--- config.mk ---
export PLATFORM = sky130hd
export DESIGN_NAME = wb_port_sched
export DESIGN_NICKNAME = d
export VERILOG_FILES = /design/src/rtl/cpu_pkg.sv /design/src/rtl/wb_hold_buf.sv /design/src/rtl/wb_port_sched.sv
export SDC_FILE = /design/constraint.sdc
export NUM_CORES = 1
export LEC_CHECK = 0
export ABC_AREA = 1
export BUFFER_PORTS_ARGS = -buffer_cell sky130_fd_sc_hd__buf_2
export CAP_MARGIN = 20
export CORE_ASPECT_RATIO = 0.75
export CORE_MARGIN = 2
export CORE_UTILIZATION = 54
export CTS_CLUSTER_DIAMETER = 150
export DETAILED_ROUTE_END_ITERATION = 7
export PLACE_DENSITY = 0.87
export SETUP_SLACK_MARGIN = 0.2
export SLEW_MARGIN = 10
export SYNTH_ARGS = -nofsm -noshare
export SYNTH_HDL_FRONTEND = slang
export SYNTH_SLANG_ARGS = --single-unit
export TNS_END_PERCENT = 5
--- constraint.sdc ---
create_clock -name CLK -period 2.4 [get_ports CLK]
set_input_delay 0.6 -clock CLK [delete_from_list [all_inputs] [get_ports CLK]]
set_output_delay 0.6 -clock CLK [all_outputs]
set_load 0.03 [all_outputs]
--- src/rtl/cpu_pkg.sv ---
// rtl/cpu_pkg.sv - shared types and constants for the write-back port scheduler
//
// Holds the load-tracking FSM state encoding and the write-mux select values.
package cpu_pkg;

    typedef enum logic [1:0] {
        IDLE = 2'd0,
        WAIT = 2'd1,
        RET  = 2'd2
    } wb_state_t;

    localparam logic SEL_ALU = 1'b0;
    localparam logic SEL_MEM = 1'b1;

endpackage

--- src/rtl/wb_hold_buf.sv ---
// rtl/wb_hold_buf.sv - single-entry address+data holding register
//
// Parks one ALU write that lost the write port to a load return.
// Ports:
//   clk_i, rst_ni      clock, asynchronous active-low reset
//   load_i             capture addr_i/data_i and mark full
//   drain_i            clear full (entry consumed this cycle)
//   addr_i, data_i     entry to capture
//   full_o             entry valid
//   addr_o, data_o     held entry
module wb_hold_buf #(
    parameter int ADDR_W = 3,
    parameter int DATA_W = 8
) (
    input  logic              clk_i,
    input  logic              rst_ni,
    input  logic              load_i,
    input  logic              drain_i,
    input  logic [ADDR_W-1:0] addr_i,
    input  logic [DATA_W-1:0] data_i,
    output logic              full_o,
    output logic [ADDR_W-1:0] addr_o,
    output logic [DATA_W-1:0] data_o
);

    logic              full_q;
    logic [ADDR_W-1:0] addr_q;
    logic [DATA_W-1:0] data_q;

    always_ff @(posedge clk_i or negedge rst_ni) begin
        if (!rst_ni) begin
            full_q <= 1'b0;
            addr_q <= '0;
            data_q <= '0;
        end else if (load_i) begin
            full_q <= 1'b1;
            addr_q <= addr_i;
            data_q <= data_i;
        end else if (drain_i) begin
            full_q <= 1'b0;
        end
    end

    assign full_o = full_q;
    assign addr_o = addr_q;
    assign data_o = data_q;

endmodule

--- src/rtl/wb_port_sched.sv ---
// rtl/wb_port_sched.sv - register-file write-port scheduler for ALU and load returns
//
// Arbitrates the single register-file write port between load returns (highest),
// a buffered ALU write, and a live ALU write; stalls decode on load hazards.
// Ports:
//   CLK, RST_n                        clock, asynchronous active-low reset
//   alu_wr_valid/addr/data            ALU write-back request
//   load_issue, load_dst              load issued to memory and its destination
//   rd_valid, rd_addr_a, rd_addr_b    decode source-register reads
//   Load                              write-mux select (0 ALU, 1 memory)
//   wb_alu_data                       data presented on the ALU mux input
//   wr_en, wr_addr                    register-file write strobe and address
//   stall                             upstream must hold its inputs
module wb_port_sched
    import cpu_pkg::*;
#(
    parameter int ADDR_W   = 3,
    parameter int DATA_W   = 8,
    parameter int LOAD_LAT = 2
) (
    input  logic              CLK,
    input  logic              RST_n,
    input  logic              alu_wr_valid,
    input  logic [ADDR_W-1:0] alu_wr_addr,
    input  logic [DATA_W-1:0] alu_wr_data,
    input  logic              load_issue,
    input  logic [ADDR_W-1:0] load_dst,
    input  logic              rd_valid,
    input  logic [ADDR_W-1:0] rd_addr_a,
    input  logic [ADDR_W-1:0] rd_addr_b,
    output logic              Load,
    output logic [DATA_W-1:0] wb_alu_data,
    output logic              wr_en,
    output logic [ADDR_W-1:0] wr_addr,
    output logic              stall
);

    localparam int               CNT_W    = $clog2(LOAD_LAT + 1);
    localparam logic [CNT_W-1:0] CNT_INIT = CNT_W'(LOAD_LAT - 1);
    localparam logic [CNT_W-1:0] CNT_ONE  = CNT_W'(1);

    wb_state_t         state_q;
    logic [CNT_W-1:0]  cnt_q;
    logic [ADDR_W-1:0] pend_dst_q;
    logic [ADDR_W-1:0] wr_addr_q;
    logic [DATA_W-1:0] wdata_q;

    logic              busy;
    logic              ret;
    logic              alu_acc;
    logic              load_acc;
    logic              buf_full;
    logic [ADDR_W-1:0] buf_addr;
    logic [DATA_W-1:0] buf_data;

    assign busy = (state_q != IDLE);
    assign ret  = (state_q == RET);

    assign stall = buf_full
                 | (busy & load_issue)
                 | (busy & rd_valid & ((rd_addr_a == pend_dst_q) | (rd_addr_b == pend_dst_q)))
                 | (busy & alu_wr_valid & (alu_wr_addr == pend_dst_q));

    assign alu_acc  = alu_wr_valid & ~stall;
    // Any busy state stalls a load, so an accepted load always arrives in IDLE.
    assign load_acc = load_issue & ~stall;

    always_ff @(posedge CLK or negedge RST_n) begin
        if (!RST_n) begin
            state_q    <= IDLE;
            cnt_q      <= '0;
            pend_dst_q <= '0;
        end else begin
            case (state_q)
                IDLE: begin
                    if (load_acc) begin
                        pend_dst_q <= load_dst;
                        cnt_q      <= CNT_INIT;
                        state_q    <= (LOAD_LAT == 1) ? RET : WAIT;
                    end
                end
                WAIT: begin
                    if (cnt_q == CNT_ONE) begin
                        cnt_q   <= '0;
                        state_q <= RET;
                    end else begin
                        cnt_q <= cnt_q - CNT_ONE;
                    end
                end
                RET:     state_q <= IDLE;
                default: state_q <= IDLE;
            endcase
        end
    end

    // A buffered write can only exist in IDLE (it is filled during RET and
    // blocks new loads), so draining never competes with a load return.
    wb_hold_buf #(
        .ADDR_W (ADDR_W),
        .DATA_W (DATA_W)
    ) u_hold_buf (
        .clk_i   (CLK),
        .rst_ni  (RST_n),
        .load_i  (ret & alu_acc),
        .drain_i (buf_full & ~ret),
        .addr_i  (alu_wr_addr),
        .data_i  (alu_wr_data),
        .full_o  (buf_full),
        .addr_o  (buf_addr),
        .data_o  (buf_data)
    );

    always_comb begin
        Load        = SEL_ALU;
        wr_en       = 1'b0;
        wr_addr     = wr_addr_q;
        wb_alu_data = wdata_q;
        if (ret) begin
            Load    = SEL_MEM;
            wr_en   = 1'b1;
            wr_addr = pend_dst_q;
        end else if (buf_full) begin
            wr_en       = 1'b1;
            wr_addr     = buf_addr;
            wb_alu_data = buf_data;
        end else if (alu_acc) begin
            wr_en       = 1'b1;
            wr_addr     = alu_wr_addr;
            wb_alu_data = alu_wr_data;
        end
    end

    // Remember the last driven address/data so idle cycles hold them.
    always_ff @(posedge CLK or negedge RST_n) begin
        if (!RST_n) begin
            wr_addr_q <= '0;
            wdata_q   <= '0;
        end else begin
            wr_addr_q <= wr_addr;
            wdata_q   <= wb_alu_data;
        end
    end

endmodule

## Yosys cells after proc, flatten, opt, wreduce, memory -nomap -nowiden

Cells that the tools add are included.

- Register bits: 30
- Bits of input ports: 25
- Output and inout bits: 14
- Logic and storage cells: 56

- $add $sub $neg: 1
- Eq/ne operators: 8
- Multiplexer cells: 17
- Bitwise logic cells: 15
- Reduce and logical (&&, ||, !) cells: 7

Operator list:

| kind | number |
|---|---|
| $mux 8 | 3 |
| $and 1x1->1 | 9 |
| $eq 3x3->1 | 3 |
| $mux 3 | 3 |
| $pmux 2 s2 | 2 |
| $mux 1 | 6 |
| $mux 2 | 3 |
| $reduce_and 2->1 | 3 |
| $reduce_bool 2->1 | 3 |
| $eq 2x1->1 const B | 2 |
| $ne 2x2->1 const B | 2 |
| $or 1x1->1 | 4 |
| $eq 2x2->1 const B | 1 |
| $logic_not 2->1 | 1 |
| $not 1->1 | 2 |
| $sub 2x1->2 const B | 1 |

## Depth between registers and ports, before layout

Gate-level depths: netlist (run 1).

- Depth in word-level cells: 10
- Mapped depth: 12

## By module

A second synthesis (run 1) with hierarchy kept.

- Cells, all modules: 239
- Area, all modules: 1,696.6 um^2

Modules (own cells, without submodules):

| module | times used | cells an instance | area each (um^2) |
|---|---|---|---|
| wb_port_sched | 1 | 188 | 1,238.7 |
| wb_hold_buf | 1 | 51 | 457.9 |

## Worst setup path after synthesis (run 1)

Ideal clock, no wire load.

- Path type: input -> output
- Start: input alu_wr_addr[2]
- End: output wb_alu_data[0]
- Data arrival time: 1.665 ns
- Slack: 0.135 ns
- Stages: 10
- Path through: inv_1 -> nand2_1 -> nand2_1 -> nor2_2 -> a21oi_4 -> buf_4 -> nand4_1 -> nand3_2 -> nand2_1 -> nand2_1

- Word-level cells in the longest chain between the ends: 8

RTL lines:

| item | RTL line | source |
|---|---|---|
| start: declaration | wb_port_sched.sv:24 | `input logic [ADDR_W-1:0] alu_wr_addr,` |
| $eq 3x3->1 | wb_port_sched.sv:62 | `\| (busy & alu_wr_valid & (alu_wr_addr == pend_dst_q));` |
| $and 1x1->1 | wb_port_sched.sv:62 |  |
| $or 1x1->1 | wb_port_sched.sv:62 |  |
| $not 1->1 | wb_port_sched.sv:64 | `assign alu_acc = alu_wr_valid & ~stall;` |
| $and 1x1->1 | wb_port_sched.sv:64 |  |
| $mux 8 | wb_port_sched.sv:126 | `end else if (alu_acc) begin` |
| $mux 8 | wb_port_sched.sv:122 | `end else if (buf_full) begin` |
| $mux 8 | wb_port_sched.sv:118 | `if (ret) begin` |
| end: declaration | wb_port_sched.sv:32 | `output logic [DATA_W-1:0] wb_alu_data,` |

Every way passes these cells.

## Worst setup path in the final report (run 1)

- Start: register pend_dst_q[2]
- End: output wr_addr[2]

- Word-level cells in the longest chain between the ends: 10
- Elaborated cells on any way between the ends: 13
- Classes of those cells: eq/ne: 3; mux: 3; bitwise: 7

RTL lines:

| item | RTL line | source |
|---|---|---|
| start: declaration | wb_port_sched.sv:44 | `logic [ADDR_W-1:0] pend_dst_q;` |
| start signal: assignment | wb_port_sched.sv:77 | `pend_dst_q <= load_dst;` |
| $eq 3x3->1 | wb_port_sched.sv:61 | `\| (busy & rd_valid & ((rd_addr_a == pend_dst_q) \| (rd_addr_b == pend_dst_q)))` |
| $or 1x1->1 | wb_port_sched.sv:61 |  |
| $and 1x1->1 | wb_port_sched.sv:61 |  |
| $or 1x1->1 | wb_port_sched.sv:61 |  |
| $or 1x1->1 | wb_port_sched.sv:62 |  |
| $not 1->1 | wb_port_sched.sv:64 |  |
| $and 1x1->1 | wb_port_sched.sv:64 |  |
| $mux 3 | wb_port_sched.sv:126 |  |
| $mux 3 | wb_port_sched.sv:122 |  |
| $mux 3 (*) | wb_port_sched.sv:118 |  |
| end: declaration | wb_port_sched.sv:34 | `output logic [ADDR_W-1:0] wr_addr,` |

Every way passes the cells marked *; elsewhere a longest branch is shown, timed or not.

==> results of run 1 <==
-- flip-flops by register name, summed over array words and instances, names as in the netlist --
name	cells
cnt_q	2
pend_dst_q	3
state_q	2
u_hold_buf.addr_o	3
wdata_q	8
u_hold_buf.data_o	8
wr_addr_q	3
u_hold_buf.full_o	1
-- timing repair --
item                                   4_1_cts  5_1_grt
setup endpoints to repair                   13       13
pin swaps                                   12       14
setup buffers                                5        3
gates resized for setup                     48       26
endpoints found under the hold margin        0        0
-- power groups by stage --
stage / registers [µW] / logic [µW] / clock network (µW)
2_1_floorplan: 875 / 1370 / 0
6_report: 948 / 2490 / 522
4_1_cts: 922 / 2270 / 529
5_1_grt: 974 / 2680 / 547
3_5_place_dp: 912 / 1870 / 0
3_3_place_gp: 901 / 1800 / 0
-- metal layers --
layer,up-vias,routed length [µm],track usage
met5,-,0,0
met4,0,142,0.1282
met3,17,282,0.05805
met2,61,2410,0.4953
met1,827,1837,0.2953
li1,824,-,-
-- cells by family (layout without fill, tap and decap cells) --
logic type	after synthesis	count (layout)	synth area share
simple gates	113	113	0.3226
buf+inv	42	101	0.1068
compound gates	32	32	0.1201
flops	30	30	0.4190
xor+xnor	5	5	0.02444
fa+ha+maj	1	1	0.006982
-- placed cells by master (no fill, tap or decap) --
cell	netlist	final
nor2_4	0	1
nand2_2	10	30
nand3_1	7	4
inv_2	1	5
clkbuf_8	0	6
buf_4	2	19
nand3_4	1	2
ha_1	1	1
nand2_1	62	38
bufinv_16	0	1
dfrtp_2	0	4
o21a_1	1	1
nand2_4	2	6
o21ai_0	13	12
a21oi_4	1	1
dfrtp_1	30	26
o21ai_2	11	12
buf_2	1	25
nor2_2	3	2
xnor2_1	5	5
nand3_2	9	11
o21ai_1	2	1
a21oi_1	4	4
o21ai_4	0	1
buf_6	3	17
inv_1	30	26
nor2_1	8	8
inv_4	1	1
buf_12	0	1
nand4_1	11	11
-- area by class of cell --
| type | instances | area (µm²) |
|---|---|---|
| tap | 40 | 50.05 |
| inverter | 32 | 122.6 |
| clock inverter | 1 | 30.03 |
| fill | 227 | 728.2 |
| timing repair buffer | 62 | 479.2 |
| multi-input combinational | 151 | 972.2 |
| clock buffer | 6 | 82.58 |
| sequential | 30 | 755.7 |
-- worst paths after layout --
path                                 startpoint              endpoint  slack [ns]  depth (start not counted)
setup / recovery                  pend_dst_q[2]            wr_addr[2]       -0.12                         12
min in group CLK           u_hold_buf.data_o[5]  u_hold_buf.data_o[5]        0.48                          2
hold reg to reg            u_hold_buf.data_o[5]  u_hold_buf.data_o[5]        0.48                          2
hold / removal                            RST_n              cnt_q[0]        0.34                          1
setup reg to reg                  pend_dst_q[2]  u_hold_buf.addr_o[0]        0.40                         12
max in group asynchronous                 RST_n         pend_dst_q[2]        1.57                          1
-- worst register-to-register path, stage by stage, from the launching register on --
cell and delay (ns):
dfrtp_2 0.45, inv_2 0.08, nand2_2 0.05, nand2_2 0.08
nor2_4 0.05, a21oi_4 0.24, buf_6 0.17, buf_6 0.10
nand2_4 0.06, inv_4 0.07, nand3_4 0.24, nand2_1 0.22
o21ai_2 0.08
-- per-stage QoR --
step | cells | TNS, ns | power [µW]
after CTS | 319 | -0.7974 | 3718
final | 322 | -1.015 | 3959
after floorplan | 223 | 0 | 2244
after detailed placement | 307 | -0.8498 | 2777
after global placement | 307 | -0.07777 | 2702
after global routing | 322 | -2.057 | 4196
==> qor.yml, run 1 <==
clock_network:
  clock_path_buffers: 2
  cts_root_buf: "clkbuf_8"
  cts_tree: "yes"
  clk_latency_ns: 0.29
  h-tree-depth: 2
  postCtsHoldBufs: 0
  cts_made_buffers: 5
  cts.clk_slew.worst_paths_ns: 0.07
  clock_sinks: 30
final_layout:
  final_util: 0.7739
  final_area_um2: 2492
  drive_gt1_frac: 0.5142
  fin_nets: 308
  antenna_cells: 0
  syn2layout_area_growth_pct: 39.11
grt:
  grt_overflow: 0
  grt_max_degree: 31
  antenna_found_initial: 0
  grt_pass1_wl_um: 7417
  first_global_vias: 1673
  grt_usage: 0.2650
timing:
  layout_setup_ws_ns: -0.1189
  relSlewSlack: 0.5521
  finalSetupViolCount: 11
  final-hold-violation-count: 0
  worst_slew_pin_slew_ns: 0.6719
  slew_viol_final: 0
  hold_ws_ns: 0.3383
  min_period_over_period: 1.050
  finalClockSkew_ns: 0.008909
  rsz0062_at_grt: "yes"
  fmax_mhz: 397.0
  period_minus_slack_ns: 2.519
synthesis:
  synth-warning-count: 0
  syn_avg_cell_area_um2: 8.035
  synth_edf_count: 0
  yosys_most_used_dff: "dfrtp_1"
  synth_commonest_cells: "62 x nand2_1, 30 x dfrtp_1, 30 x inv_1"
  synth_seq_cells: 30
  syn_inst: 223
  synth.most_common_cell: "nand2_1"
  yosys.area.top_type: "dfrtp_1"
  netlist_area_um2: 1792
  synth_area_leaders: "dfrtp_1 42%, nand2_1 13%, inv_1 6.3%, o21ai_2 5.4%, nand3_2 5.0%"
  synth_nets: 249
  async_flop_share: 1.000
  ys_types: 25
  seq_area_frac_synth: 0.4190
  yosysTopAreaCellShare: 0.4190
detailed_routing:
  drt_iter0_drc: 74
  wirelength_um: 4672
  num_vias: 1729
  vias_per_cell: 5.370
  drc: 0
  wl_per_cell_um: 14.51
  ant_nets: 0
  firstDrtPassIters: 4
power:
  p_leak_uw: 0.001311
  p_sw_frac: 0.4548
  power_density_nw_per_um2: 1588
  combPwrFrac: 0.629
  peakVddDrop_mv: 1.039
  clockPowerShare: 0.132
  pwr-share-seq: 0.239
  p_int_uw: 2158
  p_sw_uw: 1800
worst_setup_path:
  endpoint_kind: "primary output"
  crit_arrival_ns: 1.92
  critPathBufInv: 3
  cp-start-kind: "flop"
  worst_path_dominant_cell_family: "simple AND/OR/NAND/NOR gates"
  crit_fanout: 5
  cp_cell_sequence: "inv_2 > nand2_2 > nand2_2 > nor2_4 > a21oi_4 > nand3_4 > buf_6 > nand2_4 > nand3_2 > nand2_2 > nand2_2 > buf_6"
  crit_required_ns: 1.80
  critPathKind: "reg2out"
  crit_path_frequent_cell: "nand2_2"
  crit_slowest_cell: "dfrtp_2"
  critPathMaxStageDelay_ns: 0.45
placed_design:
  dp_slack_ns: -0.1049
  place.detailed.hpwl_um: 3015
  gp_congestion: 0.7831
  port-buffer-count: 38
  dpl_cell_area_um2: 2098
worst_hold_path:
  hp-class: "in2async"
outcome:
  violations: "negative setup slack"
  status: "finished with violations"
die:
  start_util: 0.5563
  rows: 18
  dieArea_um2: 3800
  die_h_um: 53.89
  design.core.area_um2: 3221
  ios: 39
  die_w_um: 70.52
flow_run:
  cap_violations: 0
No activity file was read; power rests on OpenSTA's default activity.
==> run 2: changes to the inputs <==
- CAP_MARGIN: 20 -> not set
- CORE_MARGIN: 2 -> not set
==> qor.yml, run 2 (same netlist as run 1, synthesis figures left out) <==
final_layout:
  fin_nets: 300
  mostFrequentLayoutCell: "nand2_1"
  antenna_cells: 0
  final_area_um2: 2397
  final_cell_mix: "39 x nand2_1, 32 x nand2_2, 27 x inv_1, 26 x dfrtp_1, 25 x buf_2"
  drive_gt1_frac: 0.5018
  syn2layout_area_growth_pct: 33.80
placed_design:
  dpl_cell_area_um2: 2061
  dp_slack_ns: -0.02880
  port-buffer-count: 38
  gp_congestion: 0.8184
  place.detailed.hpwl_um: 2707
worst_setup_path:
  critPathKind: "reg2out"
  endpoint_kind: "primary output"
  cp-start-kind: "flop"
  crit_fanout: 6
  reg2reg_depth: 11
  crit_required_ns: 1.80
  crit_arrival_ns: 1.86
outcome:
  violations: "negative setup slack"
  status: "finished with violations"
die:
  start_util: 0.5891
  ios: 39
  die_h_um: 51.89
  dieArea_um2: 3555
  design.core.area_um2: 3042
  die_w_um: 68.52
  rows: 17
clock_network:
  cts_tree: "yes"
  clock_path_buffers: 2
  cts_made_buffers: 5
  h-tree-depth: 2
  clk_latency_ns: 0.28
  cts.clk_slew.worst_paths_ns: 0.06
  cts_root_buf: "clkbuf_8"
  postCtsHoldBufs: 0
  clock_sinks: 30
grt:
  antenna_found_initial: 0
  grt_pass1_wl_um: 6430
  grt_usage: 0.2554
  grt_max_degree: 31
  grt_overflow: 0
  first_global_vias: 1499
detailed_routing:
  drt_iter0_drc: 85
  wirelength_um: 4011
  ant_nets: 0
  firstDrtPassIters: 4
  drc: 0
  wl_per_cell_um: 12.81
  vias_per_cell: 5.099
  num_vias: 1596
flow_run:
  cap_violations: 0
timing:
  worst_slew_pin_slew_ns: 0.6819
  final-hold-violation-count: 0
  slew_viol_final: 0
  finalClockSkew_ns: 0.004546
  rsz0062_at_grt: "yes"
  relSlewSlack: 0.5454
  finalSetupViolCount: 11
  fmax_mhz: 407.3
  period_minus_slack_ns: 2.455
  layout_setup_ws_ns: -0.05522
  min_period_over_period: 1.023
power:
  power_density_nw_per_um2: 1534
  p_leak_uw: 0.001264
  peakVddDrop_mv: 0.8970
worst_hold_path:
  hp-class: "in2async"
## run 2: changes by cell type in the layout (fill, tap and decap cells not counted), moves of 2 or more
cell / change
buf_4: -5
buf_6: -3
nand2_2: +2
nand2_4: -3
clkbuf_8: +2
xnor2_1: -2
xnor2_2: +2
## run 2: worst max-delay path, cell delays in order, from the launching register on
cell,delay [ns]
dfrtp_2,0.46
inv_2,0.08
nand2_2,0.05
nand2_2,0.06
nor2_2,0.04
a21oi_4,0.20
buf_4,0.19
nand4_1,0.11
nand3_2,0.09
nand2_1,0.07
nand2_2,0.09
buf_6,0.13
## run 2: power breakdown
part	internal (µW)	switching, µW	leakage, µW	total (µW)
clock network	289	193	0.0000575	482
registers	751	190	0.000367	941
logic	944	1310	0.000840	2250
total	1980	1690	0.00126	3680
## run 2: what timing repair did
action	CTS	global route
pin swaps	7	12
setup endpoints to repair	13	13
buffers inserted	1	2
resized for setup	42	26
## run 2: cell type report
type / count / area, µm²
Clock buffer: 8 / 110.1
Fill cell: 223 / 644.4
Inverter: 32 / 122.6
Multi-Input combinational cell: 151 / 958.4
Sequential cell: 30 / 755.7
Tap cell: 38 / 47.55
Timing Repair Buffer: 54 / 402.9
## run 2: path summary, 6_finish.rpt
kind,from,end,slack [ns]
min,RST_n,wr_addr_q[2],0.35
min in group CLK,u_hold_buf.data_o[3],u_hold_buf.data_o[3],0.48
max,pend_dst_q[2],wb_alu_data[2],-0.06
min reg2reg,u_hold_buf.data_o[3],u_hold_buf.data_o[3],0.48
max in group asynchronous,RST_n,state_q[0],1.56
max reg2reg,pend_dst_q[2],u_hold_buf.addr_o[2],0.55
## run 2: metrics by stage
step	cells	setup TNS, ns	util	total power, µW	hold slack [ns]
6_report	313	-0.3330	0.7882	3678	0.3484
5_1_grt	313	-1.616	0.7882	3947	0.3998
4_1_cts	311	-0.06552	0.7520	3494	0.3667
3_5_place_dp	302	-0.1646	0.6775	2688	0.4617
3_3_place_gp	302	0	0.6775	2634	0.4594
2_1_floorplan	223	0	-	2244	0.3044
## run 2: routing by layer
layer  track usage  wire length (µm)  vias up  share of wire
li1              -                 -      810              -
met1        0.3300              1832      743           0.46
met2        0.4183              1980       39           0.49
met3       0.07237               154        4          0.038
met4       0.06597                44        0          0.011
met5             0                 0        -              0
